===== config.mk =====
export PLATFORM = sky130hd
export DESIGN_NAME = exp4_unidade_controle
export DESIGN_NICKNAME = d
export VERILOG_FILES = /design/src/rtl/exp4_unidade_controle.sv
export SDC_FILE = /design/constraint.sdc
export NUM_CORES = 1
export LEC_CHECK = 0
export ABC_AREA = 1
export BUFFER_PORTS_ARGS = -buffer_cell sky130_fd_sc_hd__buf_2
export CAP_MARGIN = 20
export CELL_PAD_IN_SITES_DETAIL_PLACEMENT = 1
export CELL_PAD_IN_SITES_GLOBAL_PLACEMENT = 2
export CORE_MARGIN = 1.5
export CORE_UTILIZATION = 21
export CTS_CLUSTER_SIZE = 30
export DETAILED_ROUTE_END_ITERATION = 12
export HOLD_SLACK_MARGIN = 0.06
export MAX_ROUTING_LAYER = met4
export PLACE_DENSITY = 0.77
export SLEW_MARGIN = 15
export SYNTH_ARGS = -nofsm -noshare
export SYNTH_HDL_FRONTEND = slang
export SYNTH_SLANG_ARGS = --single-unit

===== constraint.sdc =====
create_clock -name clock -period 1.35 [get_ports clock]
set_input_delay 0.27 -clock clock [delete_from_list [all_inputs] [get_ports clock]]
set_output_delay 0.27 -clock clock [all_outputs]
set_load 0.02 [all_outputs]

===== src/rtl/exp4_unidade_controle.sv =====
// exp4 control unit: Moore FSM driving counter, ROM, switch register and comparator.
// Define UNIDADE_CONTROLE_TIMEOUT_EN to build the per-press timeout (fim_timeout).
module exp4_unidade_controle #(
   parameter int TIMEOUT_CYCLES = 5000
) (
   input  logic       clock,
   input  logic       reset_n,
   input  logic       iniciar,
   input  logic       jogada,
   input  logic       chavesIgualMemoria,
   input  logic       fimC,
   output logic       zeraC,
   output logic       contaC,
   output logic       zeraR,
   output logic       registraR,
   output logic       pronto,
   output logic       acertou,
   output logic       errou,
   output logic       timeout,
   output logic [3:0] db_estado
);

   localparam logic [3:0] INICIAL     = 4'h0;
   localparam logic [3:0] PREPARACAO  = 4'h1;
   localparam logic [3:0] ESPERA      = 4'h2;
   localparam logic [3:0] REGISTRA    = 4'h4;
   localparam logic [3:0] COMPARACAO  = 4'h5;
   localparam logic [3:0] PROXIMO     = 4'h6;
   localparam logic [3:0] FIM_ACERTO  = 4'hA;
   localparam logic [3:0] FIM_TIMEOUT = 4'hD;
   localparam logic [3:0] FIM_ERRO    = 4'hE;

   if (TIMEOUT_CYCLES < 2) begin : g_param_check
      $error("TIMEOUT_CYCLES must be at least 2");
   end

   logic [3:0] estado;
   logic [3:0] prox;
   logic       iniciar_d;
   logic       jogada_d;
   logic       iniciar_ed;
   logic       jogada_ed;
   logic       expirou;

   always_ff @(posedge clock or negedge reset_n) begin
      if (!reset_n) begin
         iniciar_d <= 1'b0;
         jogada_d  <= 1'b0;
      end else begin
         iniciar_d <= iniciar;
         jogada_d  <= jogada;
      end
   end

   assign iniciar_ed = iniciar & ~iniciar_d;
   assign jogada_ed  = jogada & ~jogada_d;

`ifdef UNIDADE_CONTROLE_TIMEOUT_EN
   localparam int TW = $clog2(TIMEOUT_CYCLES);
   localparam logic [TW-1:0] ULTIMO = TW'(TIMEOUT_CYCLES - 1);

   logic [TW-1:0] cnt;

   // Counts idle espera cycles; any other state restarts the window.
   always_ff @(posedge clock or negedge reset_n) begin
      if (!reset_n) begin
         cnt <= '0;
      end else if (estado != ESPERA) begin
         cnt <= '0;
      end else if (!jogada_ed) begin
         cnt <= cnt + 1'b1;
      end
   end

   assign expirou = (cnt == ULTIMO);
   assign timeout = (estado == FIM_TIMEOUT);
`else
   assign expirou = 1'b0;
   assign timeout = 1'b0;
`endif

   always_ff @(posedge clock or negedge reset_n) begin
      if (!reset_n) begin
         estado <= INICIAL;
      end else begin
         estado <= prox;
      end
   end

   always_comb begin
      prox = INICIAL;
      case (estado)
         INICIAL:
            prox = iniciar_ed ? PREPARACAO : INICIAL;
         PREPARACAO:
            prox = ESPERA;
         ESPERA: begin
            if (jogada_ed) begin
               prox = REGISTRA;
            end else if (expirou) begin
               prox = FIM_TIMEOUT;
            end else begin
               prox = ESPERA;
            end
         end
         REGISTRA:
            prox = COMPARACAO;
         // A mismatch ends the round even on the last word.
         COMPARACAO: begin
            if (!chavesIgualMemoria) begin
               prox = FIM_ERRO;
            end else if (fimC) begin
               prox = FIM_ACERTO;
            end else begin
               prox = PROXIMO;
            end
         end
         PROXIMO:
            prox = ESPERA;
         FIM_ACERTO:
            prox = iniciar_ed ? PREPARACAO : FIM_ACERTO;
         FIM_ERRO:
            prox = iniciar_ed ? PREPARACAO : FIM_ERRO;
         FIM_TIMEOUT:
            prox = iniciar_ed ? PREPARACAO : FIM_TIMEOUT;
         default:
            prox = INICIAL;
      endcase
   end

   assign zeraC     = (estado == PREPARACAO);
   assign zeraR     = (estado == PREPARACAO);
   assign registraR = (estado == REGISTRA);
   assign contaC    = (estado == PROXIMO);
   assign acertou   = (estado == FIM_ACERTO);
   assign errou     = (estado == FIM_ERRO) | (estado == FIM_TIMEOUT);
   assign pronto    = acertou | errou;
   assign db_estado = estado;

endmodule


# [Yosys cells after proc, flatten, opt, wreduce, memory -nomap -nowiden]
# Index checks and enable logic that the tools add are counted.
[word_totals] regBits=6 inputBits=6 out_inout_bits=12 elab_cells=27
[classes] n_eq_ne=8 mux=8 n_bitwise=6 reduce_logical=2
[op_table] cell="4-bit one-hot mux with 8 select lines" count=1
[op_table] cell="4-bit 2-to-1 mux" count=5
[op_table] cell="4-bit by 3-bit == test with 1-bit output, second input constant" count=3
[op_table] cell="4-bit == test, second input constant" count=3
[op_table] cell="4-bit by 1-bit == test with 1-bit output, second input constant" count=1
[op_table] cell="4-bit by 2-bit == test with 1-bit output, second input constant" count=1
[op_table] cell="4-bit zero test" count=1
[op_table] cell="3-bit 2-to-1 mux" count=1
[op_table] cell="1-bit bitwise AND" count=2
[op_table] cell="1-bit NOT" count=2
[op_table] cell="1-bit bitwise OR" count=2
[op_table] cell="2-bit OR reduction" count=1
[op_table] cell="1-bit 2-to-1 mux" count=1

# [Depth between registers and ports, before layout]
# Gate-level depths: netlist of run 1.
[depth] depth_word=4 mapped_depth=6

# [Worst setup path after synthesis of run 1]
# No wires, ideal clock.
[synth_timing] path_type="register -> output" startpoint="register estado[3] (netlist: db_estado[3])" endpoint="output port zeraR" arrival_ns=1.458 required_time_ns=1.080 slack_ns=-0.378 path_stages_with_launch=5 cell_sequence="dfrtp_1 -> nor2_1 -> inv_1 -> nor3_1 -> buf_4"
[synth_via] elab_chain_cells=1
[synth_rtl] item="start: declaration" line="37" rtl="logic [3:0] estado;"
[synth_rtl] item="start signal: assignment" line="86" rtl="estado <= prox;"
[synth_rtl] item="4-bit by 1-bit == test with 1-bit output"
[synth_rtl] item="end: declaration" line="14" rtl="output logic zeraR,"
# No other way between the ends.

# [Worst setup path in the final report of run 1]
[layout_timing] startpoint="register estado[2] (netlist: db_estado[2])" endpoint="output port pronto"
[layout_via] elab_chain_cells=3
[layout_rtl] item="4-bit == test" line="136" rtl="assign errou = (estado == FIM_ERRO) | (estado == FIM_TIMEOUT);"
[layout_rtl] item="1-bit bitwise OR" line="136"
[layout_rtl] item="1-bit bitwise OR (*)" line="137" rtl="assign pronto = acertou | errou;"
[layout_rtl] item="end: declaration" line="16" rtl="output logic pronto,"
# Mark *: on every way between the ends. The rest lies on a longest branch, timed or not.

==> reports/metrics.csv, run 1 <==
stage,metric,value,unit
status,outcome,finished with violations,
status,violations,negative setup slack,
cells_and_area,syn2layout_area_growth,103,%
cells_and_area,fill_cells,220,
grt,grt_pass1_wl,1.99,mm
synthesis,synth-seq-area-share,39.7,%
sta,report.final.hold_viol_count,0,
grt,grt_overflow,0,
synthesis,synth_seq_cells,6,
worst_hold_path,hold_path.class,in2reg,
setup_path,crit_fanout,5,
synthesis,synth.distinct_cells,14,
setup_path,crit_path_start_kind,flip-flop,
synthesis,synth_area_per_cell,6.75,sq um
sta,finalSetupViolCount,7,
cts,path_clk_slew,0.05,ns
cells_and_area,fin_util,45.0,%
pwr,power.leakage,0.422,nW
floorplanning,ios,18,
synthesis,syn_nets,62,
floorplanning,floorplan.initialDensity,22.1,%
cts,cts_buffer_depth,2,
detailed_routing,antenna_left,0,
flow_run,max_cap_viol_count,0,
setup_path,crit_path_start,db_estado[2],
pwr,ir_worst_vdd,0.721,mV
cts,htreeDepth,1,
cells_and_area,n_antenna_cell,0,
cts,cts_tree,yes,
setup_path,cp_cell_sequence,buf_6 > nand2_1 > inv_2 > nand2_4 > nand2_2 > buf_6,
cts,numCtsBuffers,3,
pwr,cellPowerDensity,1940,nW/um^2
setup_path,required,1.08,ns
sta,final_max_slew_viol_count,0,
place,place.port_buffers,16,
setup_path,crit_top_cell,buf_6,
cts,clk-insertion-delay-late,0.24,ns
grt,grt_use_total,13.8,%
synthesis,syn_inst,56,
floorplanning,die_area,2060,sq um
detailed_routing,routed-via-count,483,
setup_path,rr_startpoint,db_estado[2],
floorplanning,rows,15,
synthesis,yosys_warnings,0,
cells_and_area,drive_gt1_share,67.4,%
cts,root_buffer,clkbuf_4,
setup_path,crit_path_max_incr_delay,0.46,ns
floorplanning,core-area,1710,sq um
detailed_routing,via_per_inst,4.13,
setup_path,end_kind,output port,
worst_hold_path,worstHoldStart,jogada,
cells_and_area,regArea,155,sq um
cells_and_area,multi_input_area,238,sq um
sta,max_freq,670,MHz
sta,setup_ws,-0.143,ns
sta,setup_tns,-0.848,ns
place,place_hpwl,859,um
cells_and_area,nets,100,
grt,grt_pass1_vias,438,
detailed_routing,first_iter_violations,3,
detailed_routing,first_pass_iters,4,
cts,cts_sinks,6,
sta,fin_crit,1.49,ns
setup_path,worst_path_max_delay_cell,dfrtp_2,
setup_path,critPathKind,reg2out,
grt,antenna_found_initial,0,
detailed_routing,drt-total-wl,1.36,mm
detailed_routing,drc,0,
floorplanning,die_w,45.4,um
floorplanning,fp.dieH,45.4,um
sta,clock_skew,0.00133,ns
sta,rsz0062_at_grt,yes,
sta,post-route-period-util,111,%
grt,grt_max_degree,7,
pwr,p_total,1.49,mW
place,place_congestion,0.706,
setup_path,crit_arrival,1.22,ns
synthesis,syn_area,378,sq um
detailed_routing,wl_per_cell,11.6,um
## final timing paths
| kind | slack (ns) | to | cells after the start |
|---|---|---|---|
| max in group asynchronous | 0.79 | db_estado[2] | 2 |
| min reg2reg | 0.55 | db_estado[1] | 2 |
| min | 0.15 | jogada_d | 1 |
| min in group asynchronous | 0.40 | jogada_d | 2 |
| max | -0.14 | pronto | 6 |
| max reg2reg | 0.03 | db_estado[1] | 7 |
## per-stage QoR
stage               worst slack [ns]  instance area, sq um  instances  hold slack, ns
floorplan                    -0.0367                   398         56         -0.0256
global placement              0.0797                   520         99           0.106
detailed placement            0.0658                   520         99           0.105
CTS                           -0.147                   668        110           0.145
global route                  -0.204                   768        117           0.146
finish                        -0.143                   768        117           0.151
## cell usage after synthesis
cell type	count	area (sq um)
o21ai_0	1	5.00
nor3_1	1	5.00
o211ai_1	2	15.0
inv_2	4	15.0
nand3_1	7	35.0
buf_4	2	15.0
a21oi_1	1	5.00
nor2_2	2	12.5
conb_1	1	3.75
nand2_1	11	41.3
inv_1	7	26.3
dfrtp_1	6	150
nand2_2	3	18.8
nor2_1	8	30.0
## flip-flops by register name, summed over array words and instances, names as in the netlist
name       cells
jogada_d       1
db_estado      4
iniciar_d      1
## layer usage
metal | track usage, % | wire length [um] | vias up
met5 | - | 0 | -
met4 | 5.29 | 0 | 0
met3 | 1.19 | 21 | 0
met2 | 22.5 | 790 | 9
met1 | 17.6 | 549 | 233
li1 | - | - | 241
## cells in the final DEF, fill, tap and decap left out, types with 2 or more instances in the layout
master,instances
buf_2,9
buf_4,17
buf_6,8
clkbuf_4,3
dfrtp_1,2
dfrtp_2,4
inv_1,5
inv_2,4
nand2_1,6
nand2_2,6
nand2_4,2
nand3_1,6
nor2_1,5
nor2_4,4
o211ai_1,2
## cell families (layout without fill, tap and decap cells)
kind of cell / after synthesis / in the layout / share of synthesized area, %
DFF: 6 / 6 / 39.7
and+or+nand+nor: 32 / 32 / 37.7
AOI/OAI and AO/OA: 4 / 4 / 6.62
other: 1 / 1 / 0.992
buffers and inverters: 13 / 49 / 14.9
## where the power goes
group          leakage [nW]  switching, mW  internal, mW
Clock                0.0138         0.0606         0.100
Combinational         0.337          0.491         0.510
Sequential           0.0706         0.0957         0.235
Total                 0.422          0.648         0.845
## final cells by class
| class | count | area share (%) |
|---|---|---|
| Multi-Input combinational cell | 37 | 30.9 |
| Inverter | 11 | 6.35 |
| Sequential cell | 6 | 20.2 |
| Tap cell | 25 | 4.07 |
| Timing Repair Buffer | 35 | 35.5 |
| Clock buffer | 3 | 2.93 |
## repair_timing
item / 4_1_cts / 5_1_grt
cloned: 0 / 0
setup buffers: 7 / 7
resized for setup: 20 / 15
hold buffers: 1 / 0
hold endpoints to repair: 6 / 0
pin swaps: 5 / 9
setup endpoints to repair: 7 / 7
## worst max-delay path: cells and delay by family, from the launching register on
family	cells	cell delay [ns]
buf+inv	3	0.33
flops	1	0.46
simple gates	3	0.21
No activity file was read; power rests on OpenSTA's default activity.
==> inputs of run 2 (changes only) <==
- PLACE_DENSITY: 0.77 -> 0.79
==> reports/metrics.csv, run 2 (synthesized netlist as in run 1, its figures left out) <==
stage,metric,value,unit,change
status,outcome,finished with violations,,unchanged
status,violations,negative setup slack,,unchanged
sta,report.final.hold_viol_count,0,,unchanged
setup_path,worst_path_max_delay_cell,dfrtp_2,,unchanged
floorplanning,die_area,2060,sq um,unchanged
sta,clock_skew,0.00276,ns,was 0.00133 ns
sta,setup_ws,-0.143,ns,about the same
cells_and_area,fill_cells,211,,was 220
setup_path,endpoint,zeraC,,was pronto
cells_and_area,fin_util,41.6,%,was 45.0%
setup_path,r2r_setup_slack,0.09,ns,was 0.03 ns
floorplanning,floorplan.initialDensity,22.1,%,unchanged
floorplanning,fp.dieH,45.4,um,unchanged
cts,cts_tree,yes,,unchanged
setup_path,crit_arrival,1.22,ns,about the same
cts,cts_buffer_depth,2,,unchanged
grt,grt_pass1_vias,456,,was 438
place,place_congestion,0.715,,was 0.706
place,place.port_buffers,16,,unchanged
floorplanning,core-area,1710,sq um,unchanged
grt,busiest_layer,met2,,unchanged
setup_path,rr_startpoint,db_estado[3],,was db_estado[2]
detailed_routing,first_pass_iters,3,,was 4
detailed_routing,via_per_inst,4.01,,was 4.13
cells_and_area,n_antenna_cell,0,,unchanged
cts,path_clk_slew,0.04,ns,was 0.05 ns
detailed_routing,drc,0,,unchanged
setup_path,end_kind,output port,,unchanged
grt,antenna_found_initial,0,,unchanged
cells_and_area,instances_no_fill,114,,was 117
detailed_routing,wl_per_cell,10.5,um,was 11.6 um
setup_path,r2r_cells,8,,was 7
cts,root_buffer,clkbuf_4,,unchanged
grt,grt_util_met3,3.57,%,was 1.19%
cts,cts_sinks,6,,unchanged
sta,rsz0062_at_grt,yes,,unchanged
flow_run,max_cap_viol_count,0,,unchanged
floorplanning,rows,15,,unchanged
sta,final_max_slew_viol_count,0,,unchanged
setup_path,crit_buf_inv,2,,was 3
setup_path,required,1.08,ns,about the same
floorplanning,die_w,45.4,um,unchanged
cts,clk-insertion-delay-late,0.25,ns,was 0.24 ns
setup_path,cp_cell_sequence,nor2_4 > inv_2 > nor3_4 > buf_6,,was buf_6 > nand2_1 > inv_2 > nand2_4 > nand2_2 > buf_6
cells_and_area,syn2layout_area_growth,88.1,%,was 103%
detailed_routing,antenna_left,0,,unchanged
grt,grt_overflow,0,,unchanged
cts,numCtsBuffers,3,,unchanged
setup_path,crit_fanout,5,,unchanged
detailed_routing,routed-via-count,457,,was 483
cells_and_area,final_common_cell,buf_4,,unchanged
cells_and_area,final_cell_mix,"18 x buf_4, 7 x nand3_1, 7 x nand2_1, 7 x nand2_2, 7 x buf_2",,"was 17 x buf_4, 9 x buf_2, 8 x buf_6"
setup_path,critPathKind,reg2out,,unchanged
floorplanning,ios,18,,unchanged
setup_path,crit_path_start,db_estado[2],,unchanged
setup_path,rr_endpoint,db_estado[3],,was db_estado[1]
place,dp.cells,98,,was 99
sta,fin_crit,1.49,ns,about the same
detailed_routing,first_iter_violations,5,,was 3
sta,setup_tns,-0.731,ns,was -0.848 ns
setup_path,crit_path_max_incr_delay,0.45,ns,was 0.46 ns
sta,post-route-period-util,111,%,about the same
sta,max_freq,670,MHz,about the same
cells_and_area,drive_gt1_share,60.7,%,was 67.4%
cells_and_area,largest_reg_flops,4,,unchanged
grt,grt_pass1_wl,1.95,mm,was 1.99 mm
cts,htreeDepth,1,,unchanged
cells_and_area,regArea,153,sq um,was 155 sq um
pwr,ir_worst_vdd,0.854,mV,was 0.721 mV
grt,use_met2,24.5,%,was 22.5%
place,place_hpwl,848,um,was 859 um
setup_path,path_depth,4,,was 6
cells_and_area,nets,97,,was 100
cells_and_area,multi_input_area,215,sq um,was 238 sq um
sta,finalSetupViolCount,8,,was 7
grt,met1_usage,14.3,%,was 17.6%
grt,grt_use_total,14.0,%,was 13.8%
setup_path,crit_family,flip-flops,,unchanged
grt,grt_max_degree,7,,unchanged
detailed_routing,drt-total-wl,1.20,mm,was 1.36 mm
worst_hold_path,hold_path.class,in2reg,,unchanged
setup_path,crit_path_start_kind,flip-flop,,unchanged
pwr,power.leakage,0.392,nW,was 0.422 nW
pwr,cellPowerDensity,1880,nW/um^2,was 1940 nW/um^2
[run 2: report_power, final]
part	switching, mW	internal, mW
Clock	0.0681	0.101
Sequential	0.0717	0.230
Combinational	0.443	0.420
[run 2: what timing repair did]
item / CTS / global route
hold buffers: 1 / 0
endpoints found under the hold margin: 6 / 0
gates resized for setup: 13 / 11
cloned: 0 / 0
endpoints found under the setup margin: 7 / 7
pin swaps: 2 / 1
setup buffers: 6 / 6
[run 2: cell type report]
cell class              count  area share [%]
multi-input cells          37            30.3
clock buffers               3            3.17
inverters                  11            5.81
well taps                  25            4.40
flip-flops and latches      6            21.5
repair buffers             32            34.9
[run 2: per-stage QoR]
stage / hold WS, ns / power, mW / worst slack (ns) / area, sq um
after floorplan: -0.0256 / 0.674 / -0.0367 / 398
after global placement: 0.102 / 0.863 / 0.0715 / 513
after detailed placement: 0.101 / 0.861 / 0.0641 / 513
after CTS: 0.131 / 1.18 / -0.174 / 631
after global routing: 0.127 / 1.44 / -0.228 / 711
final: 0.143 / 1.33 / -0.143 / 711
[run 2: worst register-to-register path, stage by stage, from the launching register on]
cell and delay, ns:
dfrtp_2 0.45, nand2_1 0.09, inv_2 0.05, nand2_2 0.09, nand2_2 0.07, buf_4 0.13, buf_4 0.12, nand2_2 0.06
nand3_1 0.07
[run 2: worst min-delay path by stage]
stage,from,to,slack [ns],depth (start not counted)
after floorplan,reset_n,db_estado[0],-0.03,0
after global placement,reset_n,iniciar_d,0.10,1
after detailed placement,reset_n,iniciar_d,0.10,1
after CTS,jogada,jogada_d,0.13,1
after global routing,jogada,jogada_d,0.13,1
final,jogada,jogada_d,0.14,1
[run 2: metal layers]
| metal | up-vias | share of wire (%) | wire, um |
|---|---|---|---|
| li1 | 234 | - | - |
| met1 | 211 | 38 | 460 |
| met2 | 10 | 57 | 681 |
| met3 | 2 | 2.9 | 35 |
| met4 | 0 | 2.0 | 24 |
| met5 | - | 0 | 0 |
==> inputs of run 3 (changes only) <==
- SETUP_SLACK_MARGIN: default -> 0.2
- SKIP_CTS_REPAIR_TIMING: default -> 1
==> reports/metrics.csv, run 3 (synthesized netlist as in run 1, its figures left out) <==
stage,metric,value,unit,change
status,outcome,finished with violations,,unchanged
status,violations,negative setup slack,,unchanged
setup_path,crit_fanout,6,,was 5
cells_and_area,drive_gt1_share,60.5,%,was 60.7%
cells_and_area,final_cell_mix,"9 x nand2_1, 8 x buf_2, 8 x buf_6",,"was 18 x buf_4, 7 x nand3_1, 7 x nand2_1, 7 x nand2_2, 7 x buf_2"
detailed_routing,drt-total-wl,1.23,mm,was 1.20 mm
grt,grt_use_total,12.5,%,was 14.0%
worst_hold_path,hold_path.class,in2reg,,unchanged
floorplanning,die_w,45.4,um,unchanged
cells_and_area,syn2layout_area_growth,78.5,%,was 88.1%
floorplanning,floorplan.initialDensity,22.1,%,unchanged
floorplanning,fp.dieH,45.4,um,unchanged
cts,path_clk_slew,0.04,ns,about the same
sta,clock_skew,0.00978,ns,was 0.00276 ns
detailed_routing,wl_per_cell,11.6,um,was 10.5 um
grt,antenna_found_initial,0,,unchanged
place,place_hpwl,857,um,was 848 um
cts,cts_buffer_depth,2,,unchanged
place,place.port_buffers,16,,unchanged
detailed_routing,routed-via-count,438,,was 457
detailed_routing,first_iter_violations,2,,was 5
cells_and_area,fill_cells,215,,was 211
cells_and_area,multi_input_area,230,sq um,was 215 sq um
sta,fin_crit,1.48,ns,was 1.49 ns
floorplanning,die_area,2060,sq um,unchanged
grt,grt_max_degree,7,,unchanged
detailed_routing,via_per_inst,4.13,,was 4.01
cells_and_area,largest_reg_flops,4,,unchanged
cts,cts_sinks,6,,unchanged
sta,finalSetupViolCount,7,,was 8
sta,setup_ws,-0.130,ns,was -0.143 ns
grt,grt_overflow,0,,unchanged
floorplanning,rows,15,,unchanged
setup_path,required,1.08,ns,about the same
setup_path,rr_startpoint,db_estado[0],,was db_estado[3]
sta,final_max_slew_viol_count,0,,unchanged
pwr,ir_worst_vdd,0.712,mV,was 0.854 mV
detailed_routing,first_pass_iters,3,,unchanged
setup_path,crit_path_start,db_estado[2],,unchanged
cells_and_area,regArea,155,sq um,was 153 sq um
cells_and_area,n_antenna_cell,0,,unchanged
pwr,cellPowerDensity,1920,nW/um^2,was 1880 nW/um^2
worst_hold_path,worstHoldStart,jogada,,unchanged
cts,numCtsBuffers,3,,unchanged
place,place_congestion,0.760,,was 0.715
place,dpl-instance-area,514,sq um,was 513 sq um
pwr,power.leakage,0.358,nW,was 0.392 nW
sta,max_freq,676,MHz,was 670 MHz
sta,post-route-period-util,110,%,was 111%
sta,setup_tns,-0.719,ns,was -0.731 ns
detailed_routing,drc,0,,unchanged
grt,grt_pass1_vias,386,,was 456
setup_path,crit_arrival,1.21,ns,was 1.22 ns
sta,rsz0062_at_grt,yes,,unchanged
grt,grt_pass1_wl,1.75,mm,was 1.95 mm
floorplanning,ios,18,,unchanged
detailed_routing,antenna_left,0,,unchanged
cts,cts_tree,yes,,unchanged
cells_and_area,fin_area,674,sq um,was 711 sq um
setup_path,end_kind,output port,,unchanged
cells_and_area,final_common_cell,nand2_1,,was buf_4
flow_run,max_cap_viol_count,0,,unchanged
setup_path,crit_path_start_kind,flip-flop,,unchanged
cells_and_area,nets,88,,was 97
cts,clk-insertion-delay-late,0.25,ns,about the same
sta,report.final.hold_viol_count,0,,unchanged
floorplanning,core-area,1710,sq um,unchanged
cts,root_buffer,clkbuf_4,,unchanged
setup_path,critPathKind,reg2out,,unchanged
cts,htreeDepth,1,,unchanged
run 3: changes by cell type in the layout (fill, tap and decap cells not counted), sizes merged:
| cell | delta |
|---|---|
| buf | -9 |
| clkbuf | +1 |
| clkinv | +1 |
| inv | -1 |
run 3: cell type report:
cell class,count,share of cell area [%]
multi-input cells,37,34.1
repair buffers,23,27.5
flip-flops and latches,6,23.0
inverters,11,6.86
well taps,25,4.64
clock buffers,4,3.90
run 3: worst paths after layout:
| path | to | slack [ns] | cells after the start |
|---|---|---|---|
| max in group asynchronous | db_estado[1] | 0.81 | 2 |
| min in group asynchronous | iniciar_d | 0.37 | 2 |
| worst min register to register | db_estado[1] | 0.53 | 2 |
| worst max register to register | db_estado[1] | 0.18 | 6 |
| worst min-delay path | jogada_d | 0.14 | 1 |
| worst max-delay path | zeraC | -0.13 | 4 |
run 3: power breakdown:
| part | internal (mW) | switching, mW |
|---|---|---|
| Clock | 0.112 | 0.0725 |
| Combinational | 0.350 | 0.445 |
| Sequential | 0.234 | 0.0786 |
| Total | 0.697 | 0.596 |
run 3: stage by stage:
stage	cells	setup WS, ns	hold WS [ns]	util [%]	total power [mW]
global route	106	-0.197	0.137	39.5	1.38
global placement	97	0.0132	0.106	30.1	0.872
finish	106	-0.130	0.145	39.5	1.29
detailed placement	97	0.0538	0.102	30.1	0.870
CTS	101	-0.219	-0.174	31.6	1.07
floorplan	56	-0.0367	-0.0256	-	0.698
run 3: critical path, stage by stage, from the launching register on:
cell and delay (ns):
dfrtp_2 0.45, nor2_4 0.13, inv_2 0.05, nor3_4 0.19, buf_6 0.15
run 3: metal layers:
layer,up-vias,GRT usage [%],wire [um]
met5,-,-,0
met4,0,7.06,0
met3,0,3.17,56
met2,10,17.7,638
met1,210,16.0,530
li1,218,-,-
